--- src/rtl/button_debounce_pkg.sv ---
// Shared FSM state encoding and default timing constants for the push-button debouncer.
// Imported by button_debounce and its testbench.
package button_debounce_pkg;

    typedef enum logic [1:0] {
        REL     = 2'b00,
        WAIT_LO = 2'b01,
        PRS     = 2'b10,
        WAIT_HI = 2'b11
    } db_state_t;

    // 10 ms debounce and 1 s hold at a 50 MHz clk
    localparam int DB_CYCLES_DEF   = 500000;
    localparam int LONG_CYCLES_DEF = 50000000;

endpackage

--- src/rtl/sync_2ff.sv ---
// Two-flop synchronizer for asynchronous switch inputs, resets to 1 (released).
// Latency: 2 clk edges. No backpressure: free-running level path.
module sync_2ff (
    input  logic clk,
    input  logic rst,
    input  logic d,
    output logic q
);

    logic meta;

    always_ff @(posedge clk) begin
        if (!rst) begin
            meta <= 1'b1;
            q    <= 1'b1;
        end else begin
            meta <= d;
            q    <= meta;
        end
    end

endmodule

--- src/rtl/button_debounce.sv ---
// Debounces an active-low push-button; BUTTON_DEBOUNCE_LONG_PRESS_EN adds a held-press pulse.
// Latency: 2+DB_CYCLES clk edges from first sampling of a stable level to B_clean.
// No backpressure: level in, registered level and one-cycle pulse out.
module button_debounce
    import button_debounce_pkg::*;
#(
    parameter int DB_CYCLES   = DB_CYCLES_DEF,
    parameter int LONG_CYCLES = LONG_CYCLES_DEF
) (
    input  logic clk,
    input  logic rst,
    input  logic B_in,
    output logic B_clean,
    output logic long_press
);

    localparam int DBW = $clog2(DB_CYCLES) + 1;
    localparam logic [DBW-1:0] DB_LAST = DBW'(DB_CYCLES - 1);

    logic           b_sync;
    db_state_t      state, state_nxt;
    logic [DBW-1:0] db_cnt, db_cnt_nxt;
    logic           clean_nxt;

    sync_2ff u_sync (
        .clk (clk),
        .rst (rst),
        .d   (B_in),
        .q   (b_sync)
    );

    always_comb begin
        state_nxt  = state;
        db_cnt_nxt = db_cnt;
        case (state)
            REL: begin
                if (!b_sync) begin
                    state_nxt  = WAIT_LO;
                    db_cnt_nxt = '0;
                end
            end
            WAIT_LO: begin
                if (b_sync) begin
                    state_nxt  = REL;
                    db_cnt_nxt = '0;
                end else if (db_cnt >= DB_LAST) begin
                    state_nxt  = PRS;
                end else begin
                    db_cnt_nxt = db_cnt + 1'b1;
                end
            end
            PRS: begin
                if (b_sync) begin
                    state_nxt  = WAIT_HI;
                    db_cnt_nxt = '0;
                end
            end
            WAIT_HI: begin
                if (!b_sync) begin
                    state_nxt  = PRS;
                end else if (db_cnt >= DB_LAST) begin
                    state_nxt  = REL;
                end else begin
                    db_cnt_nxt = db_cnt + 1'b1;
                end
            end
            default: begin
                state_nxt  = REL;
                db_cnt_nxt = '0;
            end
        endcase
        // Accepted-pressed covers WAIT_HI so a release bounce never shows on B_clean
        clean_nxt = !((state_nxt == PRS) || (state_nxt == WAIT_HI));
    end

    always_ff @(posedge clk) begin
        if (!rst) begin
            state   <= REL;
            db_cnt  <= '0;
            B_clean <= 1'b1;
        end else begin
            state   <= state_nxt;
            db_cnt  <= db_cnt_nxt;
            B_clean <= clean_nxt;
        end
    end

`ifdef BUTTON_DEBOUNCE_LONG_PRESS_EN
    localparam int HW = $clog2(LONG_CYCLES) + 1;
    localparam logic [HW-1:0] HOLD_LAST = HW'(LONG_CYCLES - 1);

    logic [HW-1:0] hold_cnt;

    // Count survives a WAIT_HI bounce; stops at LONG_CYCLES so the pulse fires once per press
    always_ff @(posedge clk) begin
        if (!rst) begin
            hold_cnt   <= '0;
            long_press <= 1'b0;
        end else begin
            long_press <= 1'b0;
            if ((state_nxt == REL) || (state_nxt == WAIT_LO)) begin
                hold_cnt <= '0;
            end else if ((state == PRS) && (hold_cnt <= HOLD_LAST)) begin
                hold_cnt   <= hold_cnt + 1'b1;
                long_press <= (hold_cnt == HOLD_LAST);
            end
        end
    end
`else
    // Hold logic compiled out; this expression is constant 0 for any legal LONG_CYCLES
    assign long_press = (LONG_CYCLES < 0);
`endif

endmodule

--- config.mk ---
export PLATFORM = sky130hd
export DESIGN_NAME = button_debounce
export DESIGN_NICKNAME = d
export VERILOG_FILES = /design/src/rtl/button_debounce_pkg.sv /design/src/rtl/sync_2ff.sv /design/src/rtl/button_debounce.sv
export SDC_FILE = /design/constraint.sdc
export NUM_CORES = 1
export LEC_CHECK = 0
export ABC_AREA = 1
export CORE_MARGIN = 5
export CORE_UTILIZATION = 45
export CTS_CLUSTER_SIZE = 30
export DETAILED_ROUTE_END_ITERATION = 16
export PLACE_DENSITY = 0.63
export REMOVE_ABC_BUFFERS = 1
export SLEW_MARGIN = 0
export SYNTH_ARGS = -nofsm -noshare
export SYNTH_HDL_FRONTEND = slang
export SYNTH_SLANG_ARGS = --single-unit
--- constraint.sdc ---
create_clock -name clk -period 3.1 [get_ports clk]
set_clock_uncertainty 0.1 [all_clocks]
set_input_delay 0.465 -clock clk [delete_from_list [all_inputs] [get_ports clk]]
set_output_delay 0.465 -clock clk [all_outputs]
set_load 0.01 [all_outputs]
* Word-level counts from Yosys, hierarchy flattened
Cells that the tools add are included.
Widths: inputs -> output; s select.
** Word-level totals
- Register bits :: 25
- Output and inout bits :: 2
** Cells by class
- Reductions and logical operators :: 4
- Equality and inequality tests :: 8
- Add/sub/neg operators :: 1
- Muxes and demuxes :: 13
- $lt $le $gt $ge :: 1
** Operator list (count)
- $mux 20 :: 5
- $pmux 20 s4 :: 1
- $add 20x1->20 const B :: 1
- $ge 20x19->1 const B :: 1
- $mux 2 :: 6
- $eq 2x2->1 const B :: 4
- $pmux 2 s4 :: 1
- $ne 2x1->1 const B :: 2
- $reduce_and 3->1 :: 1
- $eq 2x1->1 const B :: 1
- $logic_not 2->1 :: 1
- $ne 2x2->1 const B :: 1
- $logic_not 1->1 :: 1
- $logic_or 1x1->1 :: 1

* Depth between registers and ports, before layout
- Depth in word-level cells :: 7
- Mapped depth :: 14

* Cells and area by module
A second synthesis with hierarchy kept.
** Second synthesis, totals
- Cell total of the unflattened synthesis :: 219
- Area, all modules :: 1397.6 µm²
** Modules (own cells, without submodules)
- button_debounce :: cells each 213, times used 1, area each 1342.5 µm²
- sync_2ff :: cells each 6, times used 1, area each 55.1 µm²

* Least setup slack after synthesis
No wires, ideal clock.
- Kind :: register -> register
- From :: register db_cnt[0]
- To :: register db_cnt[14]
- Path buffers :: 0
- Arrival time :: 1.411 ns
- Required time :: 2.885 ns
- Slack :: 1.473 ns
- Cell stages (with the launch flop) :: 13
- Setup time :: 0.115 ns
- Path through :: dfxtp_1 -> ha_1 -> nand2_1 -> inv_2 -> nand2_4 -> nand2_1 -> nand2_1 -> nand2_2 -> nand2_4 -> nand3_4 -> nor2_2 -> nand2_1 -> and3_1
** Between the ends
- Word-level cells in the longest chain between the ends :: 4
** Ends and longest elaborated chain
- from (decl) :: RTL line button_debounce.sv:22 : logic [DBW-1:0] db_cnt, db_cnt_nxt;
- from (signal assigned) :: RTL line button_debounce.sv:83 : db_cnt <= db_cnt_nxt;
- $add 20x1->20 / $ge 20x19->1 (equally long branches)
- $mux 20 (*) :: RTL line button_debounce.sv:46, button_debounce.sv:61
- $mux 20 (on tied branches) :: RTL line button_debounce.sv:59, button_debounce.sv:43
- $pmux 20 s4 (*) :: RTL line button_debounce.sv:35 : case (state)
Mark *: on every way between the ends. The rest lies on a longest branch, timed or not. The select of a mux whose other input is x is not followed.
A chain may end at the register's enable or synchronous reset.

* Worst setup path in the final report
- From :: register db_cnt[0]
- To :: register db_cnt[12]
The elaborated chain is that of the path after synthesis.

==> PnR_summary.wiki <==
{| class="wikitable"
! Metric !! Value
|-
| Netlist area before placement || 1280 µm²
|-
| Post-route core utilization || between 40 and 50%
|-
| Count of endpoints failing setup in the final report || 0
|-
| Total count of max-transition violations in the final report || 0
|-
| Startpoint kind of the worst setup timing path || flop
|-
| Crit-path max FO || 7
|-
| Overall die area || approximately 4000 µm²
|-
| Buffer count from post-CTS setup fixing || 0
|-
| Worst Reg2Reg Path Length in Cells || 14
|-
| Number of different library cells in the post-synthesis netlist || 25
|-
| Placed standard-cell area || roughly 1300 µm²
|-
| DR WL met2 || roughly 1000 µm
|-
| Post-layout instance count excluding filler cells || roughly 220
|-
| Cell type with the highest occurrence count on the critical path || sky130_fd_sc_hd__nand2_1
|-
| Largest net degree at the start of global routing || 18
|-
| Global-route wire length before repair || 4080 µm
|-
| Capture point of the critical path || db_cnt[12]
|-
| Clock-pin slew reported for the worst setup and hold paths after clock tree synthesis || 0.14 ns
|-
| Total Power Consumption || 0.000497 W
|-
| Cell count after placement || 220
|-
| Setup_tns || 0 ns
|-
| Starting density of the core || between 40% and 50%
|-
| Core Area || about 2800 µm²
|-
| Gate family responsible for the most delay along the worst path || simple AND/OR/NAND/NOR gates
|-
| Share of the clock period used by the worst path || between 50 and 60%
|-
| Routed wire length || ~2200 µm
|-
| Global route overflow || 0
|-
| Tot GR Track Use || 12.3%
|-
| Number of DRC violations after detailed routing || 0
|-
| Max layer used || met4
|-
| Clock Latency Late Sink || 0.31 ns
|-
| Average detailed-routed wire length per instance || between 9 and 10 µm
|-
| Routed metal-1 wirelength || between 1000 and 1500 µm
|-
| Setup repair after global routing missed its margin || false
|-
| Leading cell types in the layout, fill and taps excluded || sky130_fd_sc_hd__nand2_1 (42), sky130_fd_sc_hd__nor2_1 (29), sky130_fd_sc_hd__inv_1 (28), sky130_fd_sc_hd__dfxtp_1 (25), sky130_fd_sc_hd__a21oi_1 (14)
|-
| Antenna-violating nets left || 0
|-
| PwrDens || 366 nW/µm²
|-
| Average footprint of a synthesized cell || between 6 and 7 µm²
|-
| Reg2reg setup slack || 1.27 ns
|-
| Vertical extent of the die || around 63 µm
|-
| Result of the run || finished, final reports clean
|-
| Crit path max-delay cell type || sky130_fd_sc_hd__dfxtp_1
|-
| Final HPWL DP || between 1500 and 2000 µm
|-
| Launch point of the worst reg-to-reg path || db_cnt[0]
|-
| Std-Cell Rows || 19
|-
| Reported leakage power || 0.588 nW
|-
| Routed via count divided by cell count || 4.84
|-
| DR vias || around 1100
|-
| Number of DRC markers after the initial detailed-route iteration || 55
|-
| First-pass iteration count of the detailed router || 4
|-
| Dominant cells by area after synthesis || sky130_fd_sc_hd__dfxtp_1 (39%), sky130_fd_sc_hd__nand2_1 (12%), sky130_fd_sc_hd__nor2_1 (8.5%)
|-
| Fraction of layout instances using a drive strength above 1 || 11.4%
|-
| Launch point of the critical path || db_cnt[0]
|-
| Capture instance of the worst register-to-register path || db_cnt[12]
|-
| Number of buffers between clock root and the deepest sink || 2
|-
| Critical path capture point type || flop
|-
| Sequential-to-total area share from yosys stat || 38.9%
|-
| Number of H-tree levels || 1
|-
| Length of routed met3 wiring || around 56 µm
|-
| Gate count of the mapped netlist || approximately 190
|-
| Worst-path cell chain || ha_1 > nand2_1 > inv_2 > nand2_4 > nand2_1 > nand2_1 > nand2_2 > nand2_4 > nand3_4 > nor2_4 > nand2_1 > nand2_1 > nand2_1 > nor2_1
|-
| Most common cell after layout, fill and taps aside || sky130_fd_sc_hd__nand2_1
|-
| Highest clock frequency the design can meet || between 0.5 and 0.6 GHz
|-
| Crit Path Class || reg2reg
|-
| Critical path buffer and inverter count || 1
|-
| Final-layout fill cell count || 277
|-
| Hold/Removal Path Class || reg2reg
|-
| Final Cell Area || 1360 µm²
|-
| Post-cts gate resize count || 0
|-
| Area growth from synthesis to layout || 5.74%
|-
| CTS sink count || 25
|-
| Hold buffers post-CTS || 0
|-
| Via count of the first global-routing pass || 1015
|-
| I/O pin count || 5
|-
| Input/output buffers || 3
|-
| Worst endpoint data arrival time || 1.99 ns
|-
| Sequential cell area || 500 µm²
|-
| Die width || around 63 µm
|-
| Gp weighted congestion || 0.835
|-
| Flip-flop and latch count after synthesis || 25
|-
| Time the final worst path needs with I/O delays and setup || approximately 1.8 ns
|-
| Required time at the worst-slack endpoint || 3.25 ns
|-
| # diodes || 0
|-
| Number of nets at the end of the flow || 198
|-
| Max incr delay on CP || 0.36 ns
|-
| Largest vdd supply drop || around 210 µV
|-
| Number of antenna violations at the first check in global routing || 0
|-
| Clock root buffer || sky130_fd_sc_hd__clkbuf_4
|-
| Crit. path cell count || 14
|-
| Number of warning messages in the yosys log || 0
|-
| Final hold viol count || 0
|-
| Fraction of post-synthesis cell area in the top cell type by area || 38.9%
|-
| Max-cap violations || 0
|-
| Clock tree from TritonCTS || yes
|-
| Multi-input gate area || 647 µm²
|-
| Cell taking the most area after synthesis || sky130_fd_sc_hd__dfxtp_1
|-
| Num CTS Buffers || 3
|}
## layer usage
layer | GRT usage (%) | vias up
met5 | 0 | -
met4 | 4.16 | 0
met3 | 2.66 | 4
met2 | 20.7 | 12
met1 | 15.3 | 471
li1 | - | 597
## registers in the layout (all words and copies together) (netlist names)
signal and count:
db_cnt 20, state 2, B_clean 1, u_sync.meta 1, u_sync.q 1
## layout make-up
cell class,count,area share (%)
Clock buffer,4,1.93
Inverter,31,8.56
Multi-Input combinational cell,130,47.6
Sequential cell,25,36.8
Tap cell,31,2.85
Timing Repair Buffer,3,2.21
## through the flow
| step | hold slack [ns] | setup WS (ns) |
|---|---|---|
| 3_5_place_dp | 0.307 | 1.29 |
| 3_3_place_gp | 0.298 | 1.32 |
| 6_report | 0.337 | 1.27 |
| 5_1_grt | 0.360 | 1.10 |
| 2_1_floorplan | 0.293 | 1.47 |
| 4_1_cts | 0.338 | 1.27 |
## power by group
part	leakage, nW	switching (W)	internal, W
sequential	0.202	0.00000208	0.000324
combinational	0.371	0.0000183	0.00000986
clock	0.0150	0.0000920	0.0000502
## cell usage after synthesis (all sizes together)
cell type   n
nand2      46
a21oi      15
o21ai      10
nor2       35
clkbuf      1
nand4       3
buf         1
nor3        2
nand3      13
inv        31
or2         2
and3        1
ha          1
conb        1
nor4        1
dfxtp      25
## cell families (layout without fill, tap and decap cells)
kind of cell,count (synthesis),count (layout),synth area share [%]
DFF,25,25,38.9
buffers and inverters,33,38,10.7
and+or+nand+nor,103,103,38.2
adders and majority gates,1,1,0.974
AOI/OAI and AO/OA,25,25,10.9
other,1,1,0.292
## worst min path at each step
stage	cells after the start	slack, ns	startpoint	end
after floorplan	1	0.29	u_sync.meta	u_sync.q
after global placement	1	0.30	u_sync.meta	u_sync.q
after CTS	1	0.34	u_sync.meta	u_sync.q
after global routing	1	0.36	u_sync.meta	u_sync.q
final	1	0.34	u_sync.meta	u_sync.q
after detailed placement	1	0.31	u_sync.meta	u_sync.q
(Power assumes the default switching activity.)
